**config.mk**
```make
export PLATFORM = sky130hd
export DESIGN_NAME = axi_slice_pipe
export DESIGN_NICKNAME = d
export VERILOG_FILES = /design/src/rtl/axi_slice_pipe_pkg.sv /design/src/rtl/axi_slice_pipe_fifo.sv /design/src/rtl/axi_slice_pipe.sv
export SDC_FILE = /design/constraint.sdc
export NUM_CORES = 1
export LEC_CHECK = 0
export ABC_AREA = 1
export CAP_MARGIN = 20
export CORE_UTILIZATION = 45
export CTS_CLUSTER_SIZE = 12
export DETAILED_ROUTE_END_ITERATION = 6
export GPL_TIMING_DRIVEN = 0
export PLACE_DENSITY = 0.69
export SETUP_SLACK_MARGIN = 0.05
export SYNTH_ARGS = -nofsm -noshare
export SYNTH_HDL_FRONTEND = slang
export SYNTH_SLANG_ARGS = --single-unit
```
**constraint.sdc**
```tcl
create_clock -name clk -period 3.1 [get_ports clk]
set_input_delay 0.31 -clock clk [delete_from_list [all_inputs] [get_ports clk]]
set_output_delay 0.31 -clock clk [all_outputs]
set_load 0.05 [all_outputs]
```
**src/rtl/axi_slice_pipe_pkg.sv**
```systemverilog
// Shared AXI4 channel structs and helpers for the DMA-path pipeline slice.
package axi_slice_pipe_pkg;

    localparam int unsigned AXI_SLICE_OT_W = 8;
    localparam int unsigned AXI_ID_W       = 4;
    localparam int unsigned AXI_ADDR_W     = 32;
    localparam int unsigned AXI_DATA_W     = 32;

    typedef struct packed {
        logic [AXI_ID_W-1:0]   awid;
        logic [AXI_ADDR_W-1:0] awaddr;
        logic [7:0]            awlen;
        logic [2:0]            awsize;
        logic [1:0]            awburst;
    } axi_aw_pld_t;

    typedef struct packed {
        logic [AXI_DATA_W-1:0]   wdata;
        logic [AXI_DATA_W/8-1:0] wstrb;
        logic                    wlast;
    } axi_w_pld_t;

    typedef struct packed {
        logic [AXI_ID_W-1:0] bid;
        logic [1:0]          bresp;
    } axi_b_pld_t;

    typedef struct packed {
        logic [AXI_ID_W-1:0]   arid;
        logic [AXI_ADDR_W-1:0] araddr;
        logic [7:0]            arlen;
        logic [2:0]            arsize;
        logic [1:0]            arburst;
    } axi_ar_pld_t;

    typedef struct packed {
        logic [AXI_ID_W-1:0]   rid;
        logic [AXI_DATA_W-1:0] rdata;
        logic [1:0]            rresp;
        logic                  rlast;
    } axi_r_pld_t;

    typedef struct packed {
        axi_aw_pld_t aw;
        logic        awvalid;
        axi_w_pld_t  w;
        logic        wvalid;
        logic        bready;
        axi_ar_pld_t ar;
        logic        arvalid;
        logic        rready;
    } s_axi_mosi_t;

    typedef struct packed {
        logic        awready;
        logic        wready;
        axi_b_pld_t  b;
        logic        bvalid;
        logic        arready;
        axi_r_pld_t  r;
        logic        rvalid;
    } s_axi_miso_t;

    // Saturating outstanding counter step; simultaneous inc/dec cancel out.
    function automatic logic [AXI_SLICE_OT_W-1:0] ot_next(
        input logic [AXI_SLICE_OT_W-1:0] cur,
        input logic                      inc,
        input logic                      dec
    );
        ot_next = cur;
        if (inc && !dec && (cur != '1)) begin
            ot_next = cur + 1'b1;
        end else if (dec && !inc && (cur != '0)) begin
            ot_next = cur - 1'b1;
        end
    endfunction

endpackage

```
**src/rtl/axi_slice_pipe_fifo.sv**
```systemverilog
// Single AXI channel buffer: DEPTH=0 is a wire-through, otherwise a power-of-two
// FIFO whose ready depends only on registered state.
module axi_slice_fifo
    import axi_slice_pipe_pkg::*;
#(
    parameter int unsigned DEPTH = 2,
    parameter type         PLD_T = logic [7:0]
) (
    input  logic clk_i,
    input  logic rst_ni,
    input  logic in_valid_i,
    output logic in_ready_o,
    input  PLD_T in_pld_i,
    output logic out_valid_o,
    input  logic out_ready_i,
    output PLD_T out_pld_o,
    output logic empty_o
);

    if (DEPTH == 0) begin : g_bypass
        assign in_ready_o  = out_ready_i;
        assign out_valid_o = in_valid_i;
        assign out_pld_o   = in_pld_i;
        assign empty_o     = 1'b1;
    end else if ((DEPTH == 1) || ((DEPTH & (DEPTH - 1)) != 0)) begin : g_bad_depth
        $error("axi_slice_fifo: DEPTH must be 0 or a power of two >= 2");
        assign in_ready_o  = 1'b0;
        assign out_valid_o = 1'b0;
        assign out_pld_o   = '0;
        assign empty_o     = 1'b1;
    end else begin : g_fifo
        localparam int unsigned IW = $clog2(DEPTH);

        PLD_T        mem_q [DEPTH];
        logic [IW:0] wr_q, wr_d, rd_q, rd_d;
        logic        live_q;
        logic        full, push, pop;

        // live_q holds ready low through reset and releases it on the first edge after.
        assign full        = (wr_q[IW] != rd_q[IW]) && (wr_q[IW-1:0] == rd_q[IW-1:0]);
        assign empty_o     = (wr_q == rd_q);
        assign in_ready_o  = live_q && !full;
        assign out_valid_o = !empty_o;
        assign out_pld_o   = mem_q[rd_q[IW-1:0]];
        assign push        = in_valid_i && in_ready_o;
        assign pop         = out_valid_o && out_ready_i;

        always_comb begin
            wr_d = wr_q;
            rd_d = rd_q;
            if (push) wr_d = wr_q + 1'b1;
            if (pop)  rd_d = rd_q + 1'b1;
        end

        always_ff @(posedge clk_i or negedge rst_ni) begin
            if (!rst_ni) begin
                wr_q   <= '0;
                rd_q   <= '0;
                live_q <= 1'b0;
                for (int unsigned i = 0; i < DEPTH; i++) mem_q[i] <= '0;
            end else begin
                wr_q   <= wr_d;
                rd_q   <= rd_d;
                live_q <= 1'b1;
                if (push) mem_q[wr_q[IW-1:0]] <= in_pld_i;
            end
        end
    end

endmodule

```
**src/rtl/axi_slice_pipe.sv**
```systemverilog
// AXI4 five-channel pipeline slice with outstanding-transaction tracking.
// Define AXI_SLICE_OT_LIMIT_EN to stall AW/AR once MAX_OT transactions are open.
module axi_slice_pipe
    import axi_slice_pipe_pkg::*;
#(
    parameter int unsigned AW_DEPTH = 2,
    parameter int unsigned W_DEPTH  = 4,
    parameter int unsigned B_DEPTH  = 2,
    parameter int unsigned AR_DEPTH = 2,
    parameter int unsigned R_DEPTH  = 4,
    parameter int unsigned MAX_OT   = 8
) (
    input  logic                      clk,
    input  logic                      rst,
    input  s_axi_mosi_t               s_mosi,
    output s_axi_miso_t               s_miso,
    output s_axi_mosi_t               m_mosi,
    input  s_axi_miso_t               m_miso,
    output logic [AXI_SLICE_OT_W-1:0] wr_ot,
    output logic [AXI_SLICE_OT_W-1:0] rd_ot,
    output logic                      idle
);

    if ((MAX_OT < 1) || (MAX_OT > 255)) begin : g_bad_max_ot
        $error("axi_slice_pipe: MAX_OT must be 1..255");
    end

    logic [AXI_SLICE_OT_W-1:0] wr_ot_q, wr_ot_d, rd_ot_q, rd_ot_d;
    logic aw_blk, ar_blk, aw_acc, b_acc, ar_acc, r_last_acc;
    logic aw_in_rdy, w_in_rdy, b_in_rdy, ar_in_rdy, r_in_rdy;
    logic aw_out_vld, w_out_vld, b_out_vld, ar_out_vld, r_out_vld;
    logic aw_empty, w_empty, b_empty, ar_empty, r_empty;
    axi_aw_pld_t aw_out;
    axi_w_pld_t  w_out;
    axi_b_pld_t  b_out;
    axi_ar_pld_t ar_out;
    axi_r_pld_t  r_out;

`ifdef AXI_SLICE_OT_LIMIT_EN
    assign aw_blk = (wr_ot_q == AXI_SLICE_OT_W'(MAX_OT));
    assign ar_blk = (rd_ot_q == AXI_SLICE_OT_W'(MAX_OT));
`else
    assign aw_blk = 1'b0;
    assign ar_blk = 1'b0;
`endif

    axi_slice_fifo #(.DEPTH(AW_DEPTH), .PLD_T(axi_aw_pld_t)) u_aw (
        .clk_i(clk), .rst_ni(rst),
        .in_valid_i(s_mosi.awvalid && !aw_blk), .in_ready_o(aw_in_rdy), .in_pld_i(s_mosi.aw),
        .out_valid_o(aw_out_vld), .out_ready_i(m_miso.awready), .out_pld_o(aw_out),
        .empty_o(aw_empty)
    );

    axi_slice_fifo #(.DEPTH(W_DEPTH), .PLD_T(axi_w_pld_t)) u_w (
        .clk_i(clk), .rst_ni(rst),
        .in_valid_i(s_mosi.wvalid), .in_ready_o(w_in_rdy), .in_pld_i(s_mosi.w),
        .out_valid_o(w_out_vld), .out_ready_i(m_miso.wready), .out_pld_o(w_out),
        .empty_o(w_empty)
    );

    axi_slice_fifo #(.DEPTH(B_DEPTH), .PLD_T(axi_b_pld_t)) u_b (
        .clk_i(clk), .rst_ni(rst),
        .in_valid_i(m_miso.bvalid), .in_ready_o(b_in_rdy), .in_pld_i(m_miso.b),
        .out_valid_o(b_out_vld), .out_ready_i(s_mosi.bready), .out_pld_o(b_out),
        .empty_o(b_empty)
    );

    axi_slice_fifo #(.DEPTH(AR_DEPTH), .PLD_T(axi_ar_pld_t)) u_ar (
        .clk_i(clk), .rst_ni(rst),
        .in_valid_i(s_mosi.arvalid && !ar_blk), .in_ready_o(ar_in_rdy), .in_pld_i(s_mosi.ar),
        .out_valid_o(ar_out_vld), .out_ready_i(m_miso.arready), .out_pld_o(ar_out),
        .empty_o(ar_empty)
    );

    axi_slice_fifo #(.DEPTH(R_DEPTH), .PLD_T(axi_r_pld_t)) u_r (
        .clk_i(clk), .rst_ni(rst),
        .in_valid_i(m_miso.rvalid), .in_ready_o(r_in_rdy), .in_pld_i(m_miso.r),
        .out_valid_o(r_out_vld), .out_ready_i(s_mosi.rready), .out_pld_o(r_out),
        .empty_o(r_empty)
    );

    always_comb begin
        m_mosi         = '0;
        m_mosi.aw      = aw_out;
        m_mosi.awvalid = aw_out_vld;
        m_mosi.w       = w_out;
        m_mosi.wvalid  = w_out_vld;
        m_mosi.bready  = b_in_rdy;
        m_mosi.ar      = ar_out;
        m_mosi.arvalid = ar_out_vld;
        m_mosi.rready  = r_in_rdy;

        s_miso         = '0;
        s_miso.awready = aw_in_rdy && !aw_blk;
        s_miso.wready  = w_in_rdy;
        s_miso.b       = b_out;
        s_miso.bvalid  = b_out_vld;
        s_miso.arready = ar_in_rdy && !ar_blk;
        s_miso.r       = r_out;
        s_miso.rvalid  = r_out_vld;
    end

    // Counters track upstream handshakes only, so they reflect what the master sees.
    assign aw_acc     = s_mosi.awvalid && aw_in_rdy && !aw_blk;
    assign b_acc      = b_out_vld && s_mosi.bready;
    assign ar_acc     = s_mosi.arvalid && ar_in_rdy && !ar_blk;
    assign r_last_acc = r_out_vld && s_mosi.rready && r_out.rlast;

    always_comb begin
        wr_ot_d = ot_next(wr_ot_q, aw_acc, b_acc);
        rd_ot_d = ot_next(rd_ot_q, ar_acc, r_last_acc);
    end

    always_ff @(posedge clk or negedge rst) begin
        if (!rst) begin
            wr_ot_q <= '0;
            rd_ot_q <= '0;
        end else begin
            wr_ot_q <= wr_ot_d;
            rd_ot_q <= rd_ot_d;
        end
    end

    assign wr_ot = wr_ot_q;
    assign rd_ot = rd_ot_q;
    assign idle  = aw_empty && w_empty && b_empty && ar_empty && r_empty
                   && (wr_ot_q == '0) && (rd_ot_q == '0);

endmodule

```
==> Flow_metrics.wiki <==
{| class="wikitable"
! Metric !! Value
|-
| Outcome || finished clean
|-
| Gate count of the mapped netlist || 3,203
|-
| List of most frequent post-synthesis cells || sky130_fd_sc_hd__nand2_1, sky130_fd_sc_hd__o21ai_0, sky130_fd_sc_hd__dfrtp_1
|-
| Hold Violations, Final || 0
|-
| Count of vias placed by the detailed router || 23,400
|-
| Hold WS || 273 ps
|-
| # setup viols final || 0
|-
| Share of cells above drive strength 1 || 8.50%
|-
| Largest delay share family, worst path || buffers and inverters
|-
| Sinks on the clock net || 553
|-
| Placed Area || 0.0306 mm²
|-
| Worst path setup slack after routing || 90.1 ps
|-
| Net count after synthesis || 3,419
|-
| X dimension of the die || 240 µm
|-
| Fin util || 58.5%
|-
| Final critical-path required period || 3010 ps
|-
| Final std cell area, no fill || 0.0325 mm²
|-
| Total leakage power || 16.2 nW
|-
| Clock H-tree levels || 2
|-
| Cells taking the most area after synthesis || sky130_fd_sc_hd__dfrtp_1, sky130_fd_sc_hd__nand2_1, sky130_fd_sc_hd__o21ai_0, sky130_fd_sc_hd__nor2_1, sky130_fd_sc_hd__inv_1
|-
| Share of synthesized registers carrying an async set or reset || 100%
|-
| Full die area || 0.0577 mm²
|-
| Mapped Avg Cell Area || 7.97 µm²
|-
| Die Span Y || 240 µm
|-
| Maximum operating frequency || 0.332 GHz
|-
| Largest fanout on the critical path || 10
|-
| Cell count after placement || 4,353
|-
| Clock buffer count from CTS || 58
|-
| CTS tree || built
|-
| Effective utilization at floorplan || 46.0%
|-
| # DRC || 0
|-
| Synth Register Bits || 553
|-
| Total power || 43.0 mW
|-
| Mux share of post-synthesis cell area || 0%
|-
| Post-synth cell types || 35
|-
| Transition time at the pin with the least slew margin || 832 ps
|-
| Count of flip-flops with a built-in enable after synthesis || 0
|-
| Number of nets at the end of the flow || 3,882
|-
| Reg clk slew, reported paths || 60 ps
|-
| Vias in the first global route || 22,700
|-
| Sequential-to-total area share from yosys stat || 54.2%
|-
| Wire length of the first global-routing pass || 125,000 µm
|-
| Maximum number of pins on one net before global-route repair || 118
|-
| Initial DRT Pass Iterations || 6
|-
| Most area-hungry cell type in the Yosys netlist || sky130_fd_sc_hd__dfrtp_1
|-
| Highest cell delay on the worst timing path || 380 ps
|-
| Boundary Pins || 399
|-
| Setup repair after global routing missed its margin || yes
|-
| Most numerous cell on the critical path || sky130_fd_sc_hd__clkbuf_4
|-
| Worst Setup Path Type || flop to output pin
|-
| Dominant combinational cell family by area after synthesis || simple AND/OR/NAND/NOR gates
|-
| CP Cell Sequence || buf_2, inv_1, clkbuf_4, clkbuf_4, nor2_1, o22ai_1, clkbuf_4
|-
| Setup TNS || 0 ps
|-
| Maximum vdd drop || 0.965 mV
|-
| Total congestion overflow after global routing || 0
|-
| Core Box Area || 0.0555 mm²
|-
| Worst path required time || 2790 ps
|-
| WP data arrival || 2700 ps
|-
| Number of fillers in the final layout || 5,155
|-
| Most common cell in the netlist || sky130_fd_sc_hd__nand2_1
|-
| Number of warnings reported in the yosys synthesis log || 0
|-
| Category of the worst setup path capture point || output pin
|-
| Cell area after technology mapping || 0.0255 mm²
|-
| Final Max Slew Viols || 0
|-
| Total half-perimeter wirelength after legalization and detailed placement || 54,000 µm
|-
| Antenna-violating nets left || 0
|-
| Root buffer cell || sky130_fd_sc_hd__clkbuf_16
|-
| Number of buffer and inverter instances along the worst setup path || 5
|-
| DRT iter0 DRCs || 1,819
|-
| Total of buffers placed on input and output ports || 398
|-
| Placement Setup Slack || -298 ps
|-
| Final clock skew || 34.7 ps
|-
| Wire length per cell after detailed routing || 17.8 µm
|-
| Non-filler cells, final || 4,458
|-
| Number of rows created at floorplan || 86
|-
| Startpoint Class || flop
|-
| Total GRT Usage || 27.5%
|-
| P&R area growth vs syn || 27.2%
|-
| Area share of fa/ha/maj cells after synthesis || 1.24%
|-
| Path class of the lowest-slack min-delay path || primary input to flop
|-
| Gpl congestion || 0.878
|-
| Vias/cell || 5.24
|-
| Max-cap check violation count || 0
|-
| Post-synthesis simple-gate area fraction || 22.8%
|-
| Max-Slew Margin vs Limit || 44.6%
|-
| Pwr Density || 1320 mW/mm²
|-
| Top flip-flop cell by instance count after synthesis || sky130_fd_sc_hd__dfrtp_1
|-
| Number of antenna violations at the first check in global routing || 8
|-
| Clk_lat worst skew || 630 ps
|-
| Post-detailed-routing wire length || 79,400 µm
|-
| Share of the synthesized area in compound gates (AO/OA/AOI/OAI) || 14.5%
|-
| Yosys top cell area share || 54.2%
|-
| Buffer depth of the longest clock path || 3
|-
| Critical Path Slowest Stage Cell || sky130_fd_sc_hd__dfrtp_1
|-
| Xor/xnor cell area share of the yosys netlist || 1.13%
|-
| Final critical-path share of the clock period || 97.1%
|}
==> layout by cell type (no fill, tap or decap), types with 5 or more instances in the layout <==
cell,count
sky130_fd_sc_hd__clkbuf_16,59
sky130_fd_sc_hd__ha_1,22
sky130_fd_sc_hd__nor2_4,5
sky130_fd_sc_hd__xor2_1,26
sky130_fd_sc_hd__clkinv_2,8
sky130_fd_sc_hd__bufinv_16,6
sky130_fd_sc_hd__nor2_1,180
sky130_fd_sc_hd__nand3_1,26
sky130_fd_sc_hd__dfrtp_1,553
sky130_fd_sc_hd__o21ai_1,27
sky130_fd_sc_hd__a21oi_1,16
sky130_fd_sc_hd__dlymetal6s2s_1,36
sky130_fd_sc_hd__clkbuf_8,6
sky130_fd_sc_hd__buf_4,24
sky130_fd_sc_hd__clkbuf_1,108
sky130_fd_sc_hd__clkbuf_4,12
sky130_fd_sc_hd__clkdlybuf4s15_2,33
sky130_fd_sc_hd__o21ai_0,596
sky130_fd_sc_hd__clkdlybuf4s15_1,7
sky130_fd_sc_hd__o22ai_1,72
sky130_fd_sc_hd__inv_1,159
sky130_fd_sc_hd__nand2_1,1264
sky130_fd_sc_hd__nand4_1,8
sky130_fd_sc_hd__dlygate4sd2_1,32
sky130_fd_sc_hd__nand2_2,5
sky130_fd_sc_hd__xnor2_1,6
sky130_fd_sc_hd__clkbuf_2,33
sky130_fd_sc_hd__buf_2,91
sky130_fd_sc_hd__clkdlybuf4s50_1,239
==> power by group <==
part,leakage [nW],switching [mW],internal [mW]
logic,8.43,16.9,6.69
clock network,0.921,2.92,4.12
registers,6.89,1.69,10.6
total,16.2,21.5,21.5
==> worst reg2reg max path, cell delays in order (launching register included) <==
cell	delay, ps
sky130_fd_sc_hd__dfrtp_1	510
sky130_fd_sc_hd__inv_2	140
sky130_fd_sc_hd__nand2_1	80
sky130_fd_sc_hd__nand2_1	80
sky130_fd_sc_hd__nand3_1	250
sky130_fd_sc_hd__nand3_1	320
sky130_fd_sc_hd__nand2_4	280
sky130_fd_sc_hd__ha_1	320
sky130_fd_sc_hd__a21oi_1	140
sky130_fd_sc_hd__nand2_1	110
sky130_fd_sc_hd__nand2_1	80
sky130_fd_sc_hd__nand3_1	80
sky130_fd_sc_hd__nand3_1	110
sky130_fd_sc_hd__nand2_1	60
sky130_fd_sc_hd__nand2_1	50
sky130_fd_sc_hd__nand2_1	40
==> routing by layer <==
metal  share of wire (%)  up-vias  GRT usage, %
met5               0.076        -             0
met4                 3.0       10          9.65
met3                 7.1      143          4.99
met2                  46      781          43.1
met1                  44    11300          38.3
li1                    -    11200             -
==> worst paths after layout <==
| check | start | endpoint | slack (ps) | cells past startpoint |
|---|---|---|---|---|
| hold reg to reg | u_w.g_fifo.mem_q[84] | u_w.g_fifo.mem_q[84] | 460 | 2 |
| setup / recovery | u_r.g_fifo.rd_q[0] | s_miso[38] | 90 | 7 |
| min in group asynchronous | rst | u_ar.g_fifo.mem_q[41] | 310 | 2 |
| hold / removal | s_mosi[45] | u_ar.g_fifo.mem_q[43] | 270 | 3 |
| max in group asynchronous | rst | u_aw.g_fifo.mem_q[16] | 1130 | 4 |
| setup reg to reg | u_r.g_fifo.rd_q[1] | rd_ot[7] | 330 | 15 |
==> state kept, by name, summed over array words and instances, names as in the netlist <==
| signal | count |
|---|---|
| rd_ot | 8 |
| u_ar.g_fifo.mem_q | 98 |
| u_ar.g_fifo.rd_q | 2 |
| u_ar.g_fifo.wr_q | 2 |
| u_aw.g_fifo.mem_q | 98 |
| u_aw.g_fifo.rd_q | 2 |
| u_aw.g_fifo.wr_q | 2 |
| u_b.g_fifo.mem_q | 12 |
| u_b.g_fifo.rd_q | 2 |
| u_b.g_fifo.wr_q | 2 |
| u_r.g_fifo.live_q | 1 |
| u_r.g_fifo.mem_q | 156 |
| u_r.g_fifo.rd_q | 3 |
| u_r.g_fifo.wr_q | 3 |
| u_w.g_fifo.mem_q | 148 |
| u_w.g_fifo.rd_q | 3 |
| u_w.g_fifo.wr_q | 3 |
| wr_ot | 8 |
==> final cells by class <==
class                           instances  area [µm²]  share of cell area [%]
Antenna cell                            4        10.0                  0.0308
Multi-Input combinational cell       2279       10200                    31.3
Clock inverter                         17         260                   0.802
Buffer                                209        1020                    3.14
Timing Repair Buffer                  403        3990                    12.3
Tap cell                              748         936                    2.88
Clock buffer                           83        1630                    5.01
Sequential cell                       553       13800                    42.6
Inverter                              162         608                    1.87
==> cells by family (layout without fill, tap and decap cells) <==
kind of cell	after synthesis	count (layout)
compound gates	719	719
flops	553	553
simple gates	1502	1502
xor+xnor	33	33
fa+ha+maj	24	24
buf+inv	371	874
other cells	1	5
==> repair_timing <==
item / 4_1_cts / 5_1_grt
buffers inserted: 0 / 0
setup endpoints to repair: 144 / 132
hold buffers: 1 / 0
resized for setup: 372 / 153
endpoints found under the hold margin: 98 / 0
No activity file was read; power rests on OpenSTA's default activity.
